File: src/rtl/inta_sequencer_if.sv
`default_nettype none
// ============================================================================
// Module   : inta_sequencer_if
// Purpose  : CPU/resolver-facing signals of the 8259A INTA sequencer:
//            request in, INT out, INTA strobe in, vector byte out.
// Revision : 1.0 - initial release
// ============================================================================
interface inta_sequencer_if;
    logic       int_req;     // resolved pending request (level)
    logic [2:0] int_num;     // resolved IR number
    logic       inta_n;      // CPU acknowledge strobe, async, active-low
    logic       int_out;     // INT pin to CPU
    logic [1:0] inta_count;  // handshake progress for resolver/control
    logic [7:0] data_out;    // vector byte
    logic       data_oe;     // data bus drive enable

    // Sequencer side
    modport slave (
        input  int_req, int_num, inta_n,
        output int_out, inta_count, data_out, data_oe
    );

    // Resolver/CPU side
    modport master (
        output int_req, int_num, inta_n,
        input  int_out, inta_count, data_out, data_oe
    );
endinterface
`default_nettype wire

File: src/rtl/inta_sequencer.sv
`default_nettype none
// ============================================================================
// Module   : inta_sequencer
// Purpose  : Drives INT to the CPU, runs the two-pulse 8086 INTA handshake,
//            owns the in-service register, places the vector byte on the
//            bus during the 2nd INTA and applies EOI / automatic EOI.
// Revision : 1.0 - initial release
// ============================================================================
module inta_sequencer #(
    parameter int SYNC_STAGES = 2,
    parameter int ACK_TIMEOUT = 255
) (
    input  logic       internal_clk,
    input  logic       reset,
    inta_sequencer_if.slave bus,
    input  logic [4:0] vector_base,
    input  logic       aeoi,
    input  logic       eoi_cmd,
    input  logic       seoi_cmd,
    input  logic [2:0] seoi_level,
    output logic [7:0] isr,
    output logic       eoi_pulse
);

    localparam int CNT_W = (ACK_TIMEOUT < 2) ? 1 : $clog2(ACK_TIMEOUT + 1);
    localparam logic [CNT_W-1:0] TIMEOUT_VAL = CNT_W'(ACK_TIMEOUT);

    typedef enum logic [2:0] {
        S_IDLE  = 3'd0,
        S_REQ   = 3'd1,
        S_ACK1  = 3'd2,
        S_WAIT2 = 3'd3,
        S_ACK2  = 3'd4
    } state_t;

    state_t                  state;
    logic [SYNC_STAGES-1:0]  inta_sync;
    logic                    inta_last;
    logic                    fall;
    logic                    rise;
    logic [2:0]              cur_num;
    logic                    spurious;
    logic [CNT_W-1:0]        ack_cnt;
    logic [7:0]              set_mask;
    logic [7:0]              clr_mask;

    // Synchronize the asynchronous INTA strobe and turn its edges into
    // registered one-cycle fall/rise strobes. Flops reset to the idle (high)
    // level so that reset release never fakes an edge.
    always_ff @(posedge internal_clk or posedge reset) begin
        if (reset) begin
            inta_sync <= '1;
            inta_last <= 1'b1;
            fall      <= 1'b0;
            rise      <= 1'b0;
        end else begin
            inta_sync <= {inta_sync[SYNC_STAGES-2:0], bus.inta_n};
            inta_last <= inta_sync[SYNC_STAGES-1];
            fall      <= inta_last & ~inta_sync[SYNC_STAGES-1];
            rise      <= ~inta_last & inta_sync[SYNC_STAGES-1];
        end
    end

    // ISR set/clear requests for this cycle. Specific EOI overrides the
    // non-specific one; AEOI clear is independent and merged in. Clears are
    // masked with the current ISR so a clear of an empty bit is a no-op.
    always_comb begin
        set_mask = '0;
        clr_mask = '0;
        if (state == S_REQ && fall && bus.int_req) begin
            set_mask = 8'b1 << bus.int_num;
        end
        if (seoi_cmd) begin
            clr_mask = isr & (8'b1 << seoi_level);
        end else if (eoi_cmd) begin
            // isr & -isr isolates the lowest-index (highest priority) set bit
            clr_mask = isr & (~isr + 8'd1);
        end
        if (state == S_ACK2 && rise && aeoi && !spurious) begin
            clr_mask = clr_mask | (isr & (8'b1 << cur_num));
        end
    end

    // Handshake state machine with registered outputs and ISR ownership.
    // A set of the same bit in the same cycle beats its clear.
    always_ff @(posedge internal_clk or posedge reset) begin
        if (reset) begin
            state          <= S_IDLE;
            bus.int_out    <= 1'b0;
            bus.inta_count <= 2'd0;
            bus.data_out   <= 8'h00;
            bus.data_oe    <= 1'b0;
            isr            <= 8'h00;
            eoi_pulse      <= 1'b0;
            cur_num        <= 3'd0;
            spurious       <= 1'b0;
            ack_cnt        <= '0;
        end else begin
            isr       <= (isr & ~clr_mask) | set_mask;
            eoi_pulse <= |(clr_mask & ~set_mask);

            case (state)
                S_IDLE: begin
                    if (bus.int_req) begin
                        state       <= S_REQ;
                        bus.int_out <= 1'b1;
                    end
                end

                // INT stays asserted even if the request goes away; the CPU
                // will still acknowledge and gets the spurious IR7 vector.
                S_REQ: begin
                    if (fall) begin
                        state          <= S_ACK1;
                        bus.int_out    <= 1'b0;
                        bus.inta_count <= 2'd1;
                        if (bus.int_req) begin
                            cur_num  <= bus.int_num;
                            spurious <= 1'b0;
                        end else begin
                            cur_num  <= 3'd7;
                            spurious <= 1'b1;
                        end
                    end
                end

                S_ACK1: begin
                    if (rise) begin
                        state   <= S_WAIT2;
                        ack_cnt <= '0;
                    end
                end

                // Abandon the cycle if the CPU never sends the 2nd INTA;
                // the ISR bit stays set for software to clean up.
                S_WAIT2: begin
                    if (fall) begin
                        state          <= S_ACK2;
                        bus.data_out   <= {vector_base, cur_num};
                        bus.data_oe    <= 1'b1;
                        bus.inta_count <= 2'd2;
                    end else if (ack_cnt == TIMEOUT_VAL) begin
                        state          <= S_IDLE;
                        bus.inta_count <= 2'd0;
                    end else begin
                        ack_cnt <= ack_cnt + 1'b1;
                    end
                end

                S_ACK2: begin
                    if (rise) begin
                        state          <= S_IDLE;
                        bus.data_oe    <= 1'b0;
                        bus.inta_count <= 2'd0;
                    end
                end

                default: begin
                    state <= S_IDLE;
                end
            endcase
        end
    end

endmodule
`default_nettype wire
File: src/flat_wrapper.sv
// flat-port wrapper written by rule: the top's interface ports become plain ports
module inta_sequencer_flat 
#(
    parameter int SYNC_STAGES = 2,
    parameter int ACK_TIMEOUT = 255
)
  (internal_clk, reset, vector_base, aeoi, eoi_cmd, seoi_cmd, seoi_level, isr, eoi_pulse, bus_int_req, bus_int_num, bus_inta_n, bus_int_out, bus_inta_count, bus_data_out, bus_data_oe);
  inta_sequencer_if bus_i ();
  input  logic internal_clk;
  input  logic reset;
  input  logic [4:0] vector_base;
  input  logic aeoi;
  input  logic eoi_cmd;
  input  logic seoi_cmd;
  input  logic [2:0] seoi_level;
  output logic [7:0] isr;
  output logic eoi_pulse;
  input wire logic [$bits(bus_i.int_req)-1:0] bus_int_req;
  input wire logic [$bits(bus_i.int_num)-1:0] bus_int_num;
  input wire logic [$bits(bus_i.inta_n)-1:0] bus_inta_n;
  output wire logic [$bits(bus_i.int_out)-1:0] bus_int_out;
  output wire logic [$bits(bus_i.inta_count)-1:0] bus_inta_count;
  output wire logic [$bits(bus_i.data_out)-1:0] bus_data_out;
  output wire logic [$bits(bus_i.data_oe)-1:0] bus_data_oe;
  assign bus_i.int_req = bus_int_req;
  assign bus_i.int_num = bus_int_num;
  assign bus_i.inta_n = bus_inta_n;
  assign bus_int_out = bus_i.int_out;
  assign bus_inta_count = bus_i.inta_count;
  assign bus_data_out = bus_i.data_out;
  assign bus_data_oe = bus_i.data_oe;
  inta_sequencer #(.SYNC_STAGES(SYNC_STAGES), .ACK_TIMEOUT(ACK_TIMEOUT)) u_core (.internal_clk(internal_clk), .reset(reset), .bus(bus_i), .vector_base(vector_base), .aeoi(aeoi), .eoi_cmd(eoi_cmd), .seoi_cmd(seoi_cmd), .seoi_level(seoi_level), .isr(isr), .eoi_pulse(eoi_pulse));
endmodule
File: config.mk
export PLATFORM = sky130hd
export DESIGN_NAME = inta_sequencer_flat
export DESIGN_NICKNAME = d
export VERILOG_FILES = /design/src/rtl/inta_sequencer_if.sv /design/src/rtl/inta_sequencer.sv /design/src/flat_wrapper.sv
export SDC_FILE = /design/constraint.sdc
export NUM_CORES = 1
export LEC_CHECK = 0
export BUFFER_PORTS_ARGS = -buffer_cell sky130_fd_sc_hd__buf_4
export CORE_UTILIZATION = 41
export DETAILED_ROUTE_END_ITERATION = 10
export PLACE_DENSITY = 0.66
export SETUP_SLACK_MARGIN = 0.3
export SYNTH_ARGS = -nofsm -noshare
export SYNTH_HDL_FRONTEND = slang
export SYNTH_SLANG_ARGS = --single-unit
File: constraint.sdc
create_clock -name internal_clk -period 3.9 [get_ports internal_clk]
set_clock_uncertainty 0.2 [all_clocks]
set_input_delay 0.39 -clock internal_clk [delete_from_list [all_inputs] [get_ports internal_clk]]
set_output_delay 0.39 -clock internal_clk [all_outputs]
set_load 0.01 [all_outputs]
After elaboration in Yosys (flattened, before gate mapping)
Cells that the tools add are included.
{"block": "classes", "add_sub_neg": 2, "bitwise": 14, "muxes": 28, "shifts": 3, "n_reduce_logical": 19, "n_eq_ne": 13}
{"op": "2-to-1 mux 8 bit", "count": 7}
{"op": "AND 8 bit", "count": 5}
{"op": "NOT 8 bit", "count": 3}
{"op": "<< shifter 1 x 3 -> 8 bit (first input constant)", "count": 3}
{"op": "2-to-1 mux 3 bit", "count": 7}
{"op": "adder 8 x 1 -> 8 bit (second input constant)", "count": 2}
{"op": "OR 8 bit", "count": 2}
{"op": "case mux 8 bit (2 select lines)", "count": 1}
{"op": "case mux 3 bit (5 select lines)", "count": 1}
{"op": "== test 8 bit (second input constant)", "count": 1}
{"op": "2-to-1 mux 2 bit", "count": 4}
{"op": "!= test 2 x 1 -> 1 bit (second input constant)", "count": 4}
{"op": "AND reduction 4 bit", "count": 2}
{"op": "OR reduction 8 bit", "count": 1}
{"op": "== test 3 x 2 -> 1 bit (second input constant)", "count": 2}
{"op": "!= test 2 bit (second input constant)", "count": 3}
{"op": "case mux 2 bit (3 select lines)", "count": 1}
{"op": "AND reduction 3 bit", "count": 2}
{"op": "nonzero test 2 bit", "count": 3}
{"op": "logical AND 1 bit", "count": 5}
{"op": "2-to-1 mux 1 bit", "count": 5}
{"op": "AND reduction 5 bit", "count": 1}
{"op": "case mux 1 bit (2 select lines)", "count": 2}
{"op": "AND reduction 2 bit", "count": 2}
{"op": "8 further kinds", "count": 10}
{"block": "totals", "ff_bits": 41}

Longest topological paths before layout
Gate-level depths: netlist (run 1).
{"block": "depth", "word_depth": 10, "ltp_mapped": 7, "depth_no_buf": 6}

Worst setup path before layout (run 1)
Ideal clock, no wire load.
{"block": "synth_path", "path_type": "register -> register", "from": "register u_core.ack_cnt[0]", "to": "register u_core.ack_cnt[5]", "synth_period_minus_slack_ps": 1933, "setup_ps": 78, "path_stages_with_launch": 7, "t_arrival_ps": 1656, "path_slack_ps": 1967, "required_ps": 3622, "n_path_buf": 0, "path_cell_list": "dfrtp_1 > ha_1 > nand3_1 > o21ai_2 > a21o_4 > or4_1 > a21oi_1"}
{"block": "synth_between", "elab_chain_len": 4}
{"element": "start: declaration", "line": "inta_sequencer.sv:43", "text": "logic [CNT_W-1:0] ack_cnt;"}
{"element": "start signal: assignment", "line": "inta_sequencer.sv:146", "text": "ack_cnt <= ack_cnt + 1'b1;"}
{"element": "adder 8 x 1 -> 8 bit", "line": "inta_sequencer.sv:146"}
{"element": "2-to-1 mux 8 bit", "line": "inta_sequencer.sv:142", "text": "end else if (ack_cnt == TIMEOUT_VAL) begin"}
{"element": "2-to-1 mux 8 bit", "line": "inta_sequencer.sv:137", "text": "if (fall) begin"}
{"element": "case mux 8 bit (2 select lines)", "line": "inta_sequencer.sv:102", "text": "case (state)"}
Parallel ways exist; a longest one is shown, timed or not. The select of a mux whose other input is x is not followed.
A chain may end at the register's enable or synchronous reset.

Worst setup path in the final report (run 1)
{"block": "layout_path", "from": "register u_core.state[1]", "to": "register u_core.eoi_pulse"}
{"block": "layout_between", "elab_chain_len": 7}
{"element": "start: declaration", "line": "inta_sequencer.sv:36", "text": "state_t state;"}
{"element": "start signal: assignment", "line": "inta_sequencer.sv:88", "text": "state <= S_IDLE;"}
{"element": "start signal: assignment", "line": "inta_sequencer.sv:105", "text": "state <= S_REQ;"}
{"element": "start signal: assignment", "line": "inta_sequencer.sv:114", "text": "state <= S_ACK1;"}
{"element": "== test 3 bit / == test 3 x 1 -> 1 bit (equally long branches)", "line": "inta_sequencer.sv:79, inta_sequencer.sv:70"}
{"element": "logical AND 1 bit (on tied branches) (2 in series)", "line": "inta_sequencer.sv:79, inta_sequencer.sv:70"}
{"element": "logical AND 1 bit / 2-to-1 mux 8 bit (equally long branches)", "line": "inta_sequencer.sv:79, inta_sequencer.sv:70"}
{"element": "2-to-1 mux 8 bit / NOT 8 bit (equally long branches)", "line": "inta_sequencer.sv:79, inta_sequencer.sv:100"}
{"element": "AND 8 bit (*)", "line": "inta_sequencer.sv:100", "text": "eoi_pulse <= |(clr_mask & ~set_mask);"}
{"element": "OR reduction 8 bit (*)", "line": "inta_sequencer.sv:100"}
{"element": "end signal: assignment", "line": "inta_sequencer.sv:100"}
{"element": "end: declaration", "line": "inta_sequencer.sv:22", "text": "output logic eoi_pulse"}
Every way passes the cells marked *; elsewhere a longest branch is shown, timed or not.

==> results of run 1 <==
==> timing repair <==
item	4_1_cts	5_1_grt
hold buffers	1	0
hold endpoints to repair	1	0
buffers inserted	0	0
resized for setup	0	0
==> worst max-delay path by stage <==
stage / from / slack (ns) / to / cells after the start
after detailed placement: u_core.state[1]$_DFFE_PP0P_ / 1.70 / u_core.eoi_pulse$_DFF_PP0_ / 5
after global placement: u_core.state[1]$_DFFE_PP0P_ / 1.80 / u_core.eoi_pulse$_DFF_PP0_ / 5
final: u_core.state[1]$_DFFE_PP0P_ / 1.64 / u_core.eoi_pulse$_DFF_PP0_ / 5
after floorplan: u_core.ack_cnt[0]$_DFFE_PP0P_ / 1.97 / u_core.ack_cnt[5]$_DFFE_PP0P_ / 6
after CTS: u_core.state[1]$_DFFE_PP0P_ / 1.69 / u_core.eoi_pulse$_DFF_PP0_ / 5
after global routing: u_core.state[1]$_DFFE_PP0P_ / 1.49 / u_core.eoi_pulse$_DFF_PP0_ / 5
==> metal layers <==
| metal | wire, µm | vias to the layer above | global-route usage, % |
|---|---|---|---|
| li1 | - | 832 | - |
| met1 | 2088 | 802 | 24.07 |
| met2 | 1941 | 56 | 27.98 |
| met3 | 276 | 2 | 5.525 |
| met4 | 28 | 0 | 5.447 |
| met5 | 0 | - | 0 |
==> flip-flops by register name, indices dropped and copies added (netlist names) <==
name                   cells
u_core.ack_cnt             8
u_core.bus.data_out        8
u_core.isr                 8
u_core.cur_num             3
u_core.state               3
u_core.bus.inta_count      2
u_core.inta_sync           2
u_core.bus.data_oe         1
u_core.bus.int_out         1
u_core.eoi_pulse           1
u_core.fall                1
u_core.inta_last           1
u_core.rise                1
u_core.spurious            1
==> layout by cell type, fill, tap and decap left out, types with 2 or more instances in the layout <==
cell type,netlist,final
nor2b_1,5,5
xnor2_1,4,4
nand2_1,13,13
o31ai_1,4,4
dfstp_2,3,3
clkbuf_8,0,6
nand4_1,3,3
nor3_1,5,5
o22ai_1,2,2
o21ai_0,12,12
nor2_1,18,18
buf_4,1,39
inv_1,16,16
mux2_2,10,10
nand2b_1,3,3
dfrtp_1,38,38
o211ai_1,2,2
nand3_1,15,15
or4_1,3,3
a31oi_1,3,3
o221a_1,2,2
a21oi_1,4,4
a211oi_1,4,4
a2bb2o_1,3,3
==> critical path, cell delays in order (launching register included) <==
cell       delay, ns
dfrtp_1         0.53
nand4bb_1       0.36
nor3_1          0.41
nand3_1         0.16
a311oi_1        0.33
nand4_1         0.14
==> area by class of cell <==
type | count | area, µm² | area share, %
multi-input combinational | 142 | 953.4 | 37.39
timing repair buffer | 40 | 302.8 | 11.87
tap | 67 | 83.83 | 3.288
clock inverter | 2 | 37.54 | 1.472
inverter | 16 | 60.06 | 2.355
sequential | 41 | 1030 | 40.38
clock buffer | 6 | 82.58 | 3.238
==> through the flow <==
step	utilization (%)	area (µm²)
6_report	53.28	2550
5_1_grt	53.28	2550
4_1_cts	53.28	2550
3_5_place_dp	50.56	2420
3_3_place_gp	50.56	2420
2_1_floorplan	-	2072
==> cells by family after synthesis <==
family	Yosys count	synth area share [%]
AO/OA/AOI/OAI	50	17.88
XOR/XNOR	4	1.691
adder cells (fa/ha/maj)	1	0.6038
buffers and inverters	20	4.288
flip-flops	41	49.70
multiplexers	10	5.435
AND/OR/NAND/NOR	77	20.41
==> report_power, final <==
part / internal (mW) / leakage, nW / switching, mW / total [mW]
Clock: 0.208 / 0.0574 / 0.151 / 0.359
Sequential: 0.541 / 0.501 / 0.120 / 0.661
Combinational: 0.225 / 0.543 / 0.199 / 0.424
==> cell usage after synthesis, types with 2 or more instances <==
master | count | area share [%]
o31ai_1 | 4 | 1.4
a2bb2o_1 | 3 | 1.4
dfstp_2 | 3 | 3.8
nand3_1 | 15 | 3.6
or4_1 | 3 | 1.1
a31oi_1 | 3 | 0.91
nand2b_1 | 3 | 0.91
o22ai_1 | 2 | 0.60
nor3_1 | 5 | 1.2
o221a_1 | 2 | 1.1
nor2_1 | 18 | 3.3
inv_1 | 16 | 2.9
buf_2 | 2 | 0.48
nand2_1 | 13 | 2.4
o21ai_0 | 12 | 2.9
o211ai_1 | 2 | 0.72
a21oi_1 | 4 | 0.97
dfrtp_1 | 38 | 46
mux2_2 | 10 | 5.4
nand4_1 | 3 | 0.91
nor2b_1 | 5 | 1.5
a211oi_1 | 4 | 1.4
xnor2_1 | 4 | 1.7
==> impl_metrics.tcl, run 1 <==
set metrics [dict create \
    tritoncts "built" \
    reg2reg_from "u_core.state[1]$_DFFE_PP0P_" \
    yosysSeqAreaShare_pct 49.70 \
    clk_latency_ns 0.30 \
    coreArea_um2 4786 \
    setup_ws_ns 1.637 \
    grt_pass1_wl_mm 7.376 \
    max_slew_margin_pct 27.29 \
    path_max_fanout 13 \
    cts_buffer_depth 2 \
    postSynthAreaPerCell_um2 10.21 \
    startpoint_type "flip-flop" \
    drt_iter0_markers 99 \
    n_antenna_cell 0 \
    via_count 1692 \
    dieWidth_um 73.09 \
    maxCapViolCount 0 \
    drive_gt1_share_pct 25.91 \
    grt_overflow 0 \
    timing.hold.ws_ns 0.1067 \
    reg2reg_to "u_core.eoi_pulse$_DFF_PP0_" \
    htree_levels 2 \
    synthCells 203 \
    fmax_mhz 441.9 \
    yosys_warnings 0 \
    required_ns 3.87 \
    dp.final_hpwl_mm 3.194 \
    period_needed_ns 2.263 \
    grt_use_total_pct 17.99 \
    hold_violations 0 \
    tightestPinTransition_ns 1.089 \
    setup_viol 0 \
    leakagePower_nw 1.102 \
    drc 0 \
    synth-edff-count 0 \
    grt_pass1_vias 1660 \
    fin_crit_sh_pct 58.02 \
    ir_drop_uv 425.6 \
    hold_path.startpoint "bus_int_num[1]" \
    total_power_mw 1.444 \
    reg2regPathDepth 5 \
    dp.cells 305 \
    cts_buffers 5 \
    synthArstFlopShare_pct 100.0 \
    io_pins 39 \
    end_kind "flip-flop" \
    post-place-ws_ns 1.700 \
    antenna_found_initial 0 \
    fin_setup_tns_ns 0 \
    status "finished clean" \
    power_density_nw_per_um2 566.1 \
    gp_congestion 0.8127 \
    cts_root_buf "clkbuf_8" \
    hold_depth 2 \
    n_fill_cell 435 \
    final_cell_count_no_fill 314 \
    netlist-cell-type-count 52 \
    wirelength_mm 4.334 \
    rows 25 \
    rrSetupSlack_ns 1.64 \
    port_buffers 38 \
    routedWlPerCell_um 13.80 \
    grt_max_degree 31 \
    die_y_um 73.09 \
    first_pass_iters 4 \
    drv_slew 0 \
    syn2layout_area_growth_pct 23.07 \
    cts.clk_slew.worst_paths_ns 0.09 \
    path_class "reg2reg" \
    start_util_pct 43.29 \
    ys_ff_latch 41 \
    rsz0062_at_grt "no" \
    clock-sinks 41 \
    syn_nets 222 \
    ys.flop_type "dfrtp_1" \
    min_to "u_core.isr[4]$_DFF_PP0_" \
    min_path_type "in2reg" \
    syn-cell-area_um2 2072 \
    vias_per_cell 5.389 \
    antenna_left 0 \
    nNetsFinal 265 \
    die-area_um2 5342 \
    arrival_ns 2.23 \
]
No activity file was read; power rests on OpenSTA's default activity.
==> inputs of run 2 (changes only) <==
--- a/config.mk
+++ b/config.mk
@@ -5,6 +5,7 @@
 export SDC_FILE = /design/constraint.sdc
 export NUM_CORES = 1
 export LEC_CHECK = 0
+export ABC_AREA = 1
 export BUFFER_PORTS_ARGS = -buffer_cell sky130_fd_sc_hd__buf_4
 export CORE_UTILIZATION = 41
 export DETAILED_ROUTE_END_ITERATION = 10
==> constraint.sdc (replaced) <==
create_clock -name internal_clk -period 2.3 [get_ports internal_clk]
set_clock_uncertainty 0.2 [all_clocks]
set_input_delay 0.23 -clock internal_clk [delete_from_list [all_inputs] [get_ports internal_clk]]
set_output_delay 0.23 -clock internal_clk [all_outputs]
set_load 0.01 [all_outputs]
==> impl_metrics.tcl, run 2 <==
set metrics [dict create \
    fin_setup_tns_ns 0 \
    die_y_um 75.60 \
    yosysSeqAreaShare_pct 46.37 \
    path_class "reg2reg" \
    hold_path.startpoint "bus_int_num[1]" \
    crit_path_max_incr_delay_ns 0.46 \
    netSwitchingPower_mw 0.9694 \
    nNetsFinal 368 \
    top_regs "u_core.ack_cnt: 8 flops, u_core.bus.data_out: 8 flops, u_core.isr: 8 flops" \
    syn2layout_area_growth_pct 23.55 \
    tritoncts "built" \
    dp.cells 405 \
    p_seq_share_pct 42.3 \
    synthTopCellsByCount "nand2_1, nor2_1, inv_1" \
    arrival_ns 1.76 \
    hold_depth 3 \
    rsz0062_at_grt "no" \
    drv_slew 0 \
    hold_violations 0 \
    wirelength_mm 4.966 \
    slowest_stage "dfrtp_1" \
    synthCells 299 \
    min_path_type "in2reg" \
    fmax_mhz 566.7 \
    cts_root_buf "clkbuf_8" \
    yosysMostFrequentCell "nand2_1" \
    clock-sinks 41 \
    switching_share_pct 39.46 \
    required_ns 2.29 \
    rows 26 \
    clk_latency_ns 0.30 \
    first_pass_iters 5 \
    synth_top_area_cell "dfrtp_1" \
    rrSetupSlack_ns 0.54 \
    io_pins 39 \
    path_max_fanout 16 \
    status "finished clean" \
    power_density_nw_per_um2 895.3 \
    postSynthAreaPerCell_um2 7.428 \
    ys.flop_type "dfrtp_1" \
    internal_power_mw 1.487 \
    post-cts-setup-buffers 0 \
    synth_top_area_share_pct 42.82 \
    gp_congestion 0.9090 \
    end_kind "flip-flop" \
    setup_viol 0 \
    layout_commonest_cell "nand2_1" \
    drt_iter0_markers 139 \
    cp_num_buf_inv 1 \
    synthArstFlopShare_pct 100.0 \
    yosys_warnings 0 \
    fin_crit_sh_pct 76.72 \
    total_power_mw 2.456 \
    period_needed_ns 1.765 \
    antenna_found_initial 0 \
    coreArea_um2 5172 \
    syn-cell-area_um2 2221 \
    cts.clk_slew.worst_paths_ns 0.08 \
    dieWidth_um 75.60 \
    final_cell_count_no_fill 420 \
    htree_levels 2 \
    cpMostUsedCell "nand2_4" \
    grt_overflow 0 \
    synth_area_leaders "dfrtp_1, nand2_1, nor2_1, inv_1, nand3_1" \
    crit_path_cell_trace "nand2_4 > nor2_8 > nand2_4 > nand3b_1 > nor2_4 > inv_2 > nand2_1 > o21ai_1" \
    via_count 2049 \
    critPathTopFamily "simple AND/OR/NAND/NOR gates" \
    start_util_pct 42.94 \
    grtUsageMet1_pct 27.34 \
    grt_use_total_pct 20.12 \
    netlist-cell-type-count 29 \
    top_usage_layer "met2" \
    syn_nets 318 \
    antenna_left 0 \
    reg2reg_from "u_core.state[1]$_DFFE_PP0P_" \
    ys_ff_latch 41 \
    max_slew_margin_pct 65.58 \
    maxCapViolCount 0 \
    dp.final_hpwl_mm 3.686 \
    ir_drop_uv 560.5 \
    reg2regPathDepth 8 \
    grt_pass1_vias 1869 \
    tightestPinTransition_ns 0.5163 \
    cts_buffers 5 \
    synth-edff-count 0 \
    drc 0 \
    final_core_util_pct 53.05 \
    most-common-layout-cells "nand2_1, inv_1, nor2_1, buf_4, dfrtp_1" \
    drive_gt1_share_pct 19.43 \
    clkPwrFrac_pct 19.6 \
    timing.hold.ws_ns 0.03611 \
    grt_pass1_wl_mm 8.473 \
    port_buffers 38 \
    die-area_um2 5715 \
    reg2reg_to "u_core.ack_cnt[7]$_DFFE_PP0P_" \
    grt_max_degree 42 \
    startpoint_type "flip-flop" \
    min_to "u_core.cur_num[1]$_DFFE_PP0N_" \
    vias_per_cell 4.879 \
    n_antenna_cell 0 \
    grt_use_met2_pct 31.35 \
    combinationalPowerShare_pct 38.1 \
    routedWlPerCell_um 11.82 \
    met3_usage_pct 5.026 \
    n_fill_cell 515 \
    leakagePower_nw 1.449 \
    cts_buffer_depth 2 \
]
==> run 2: tightest hold or removal path, stage by stage <==
cell     delay (ns)
buf_4          0.12
inv_1          0.07
a22oi_1        0.07
==> run 2: power by group through the flow <==
stage	Combinational [mW]	Sequential [mW]	Clock (mW)
2_1_floorplan	0.568	1.08	0
3_5_place_dp	0.918	1.05	0
6_report	0.936	1.04	0.483
3_3_place_gp	0.896	1.05	0
5_1_grt	1.07	1.06	0.530
4_1_cts	0.930	1.04	0.500
==> run 2: worst max-delay path by stage <==
| stage | end | slack, ns | depth (start not counted) | start |
|---|---|---|---|---|
| finish | u_core.ack_cnt[7]$_DFFE_PP0P_ | 0.54 | 8 | u_core.state[1]$_DFFE_PP0P_ |
| floorplan | u_core.bus.inta_count[1]$_DFFE_PP0P_ | 0.77 | 10 | u_core.ack_cnt[1]$_DFFE_PP0P_ |
| global route | u_core.eoi_pulse$_DFF_PP0_ | 0.34 | 9 | u_core.state[0]$_DFFE_PP0P_ |
| detailed placement | u_core.ack_cnt[7]$_DFFE_PP0P_ | 0.41 | 9 | u_core.ack_cnt[1]$_DFFE_PP0P_ |
| CTS | u_core.ack_cnt[7]$_DFFE_PP0P_ | 0.39 | 9 | u_core.ack_cnt[1]$_DFFE_PP0P_ |
| global placement | u_core.ack_cnt[7]$_DFFE_PP0P_ | 0.47 | 9 | u_core.state[2]$_DFFE_PP0P_ |
==> run 2: what timing repair did <==
action	in CTS	in global routing
endpoints found under the setup margin	0	8
hold buffers	7	0
endpoints found under the hold margin	44	0
gates resized for setup	0	2
==> run 2: final cells by class <==
class	count	area (µm²)	area share [%]
timing repair buffer	46	362.8	13.22
clock buffer	5	68.82	2.508
inverter	42	157.7	5.746
multi-input combinational	213	1015	36.98
sequential	41	1030	37.53
clock inverter	3	22.52	0.8208
tap	70	87.58	3.192
==> run 2: per-stage QoR <==
stage                     worst slack (ns)  cell area [µm²]
final                               0.5354             2744
after CTS                           0.3930             2736
after floorplan                     0.7651             2221
after global routing                0.3365             2744
after global placement              0.4677             2575
after detailed placement            0.4122             2575
==> run 2: layer usage <==
metal | vias to the layer above | part of all wire (%)
met5 | - | 0
met4 | 0 | 1.4
met3 | 6 | 6.0
met2 | 54 | 46
met1 | 931 | 47
li1 | 1058 | -
==> run 2: cell families after synthesis <==
logic type | count (synthesis) | share of synthesized area (%)
fa+ha+maj | 1 | 0.5633
xor+xnor | 1 | 0.3944
compound gates | 31 | 8.226
buf+inv | 45 | 8.281
flops | 41 | 46.37
simple gates | 180 | 36.17
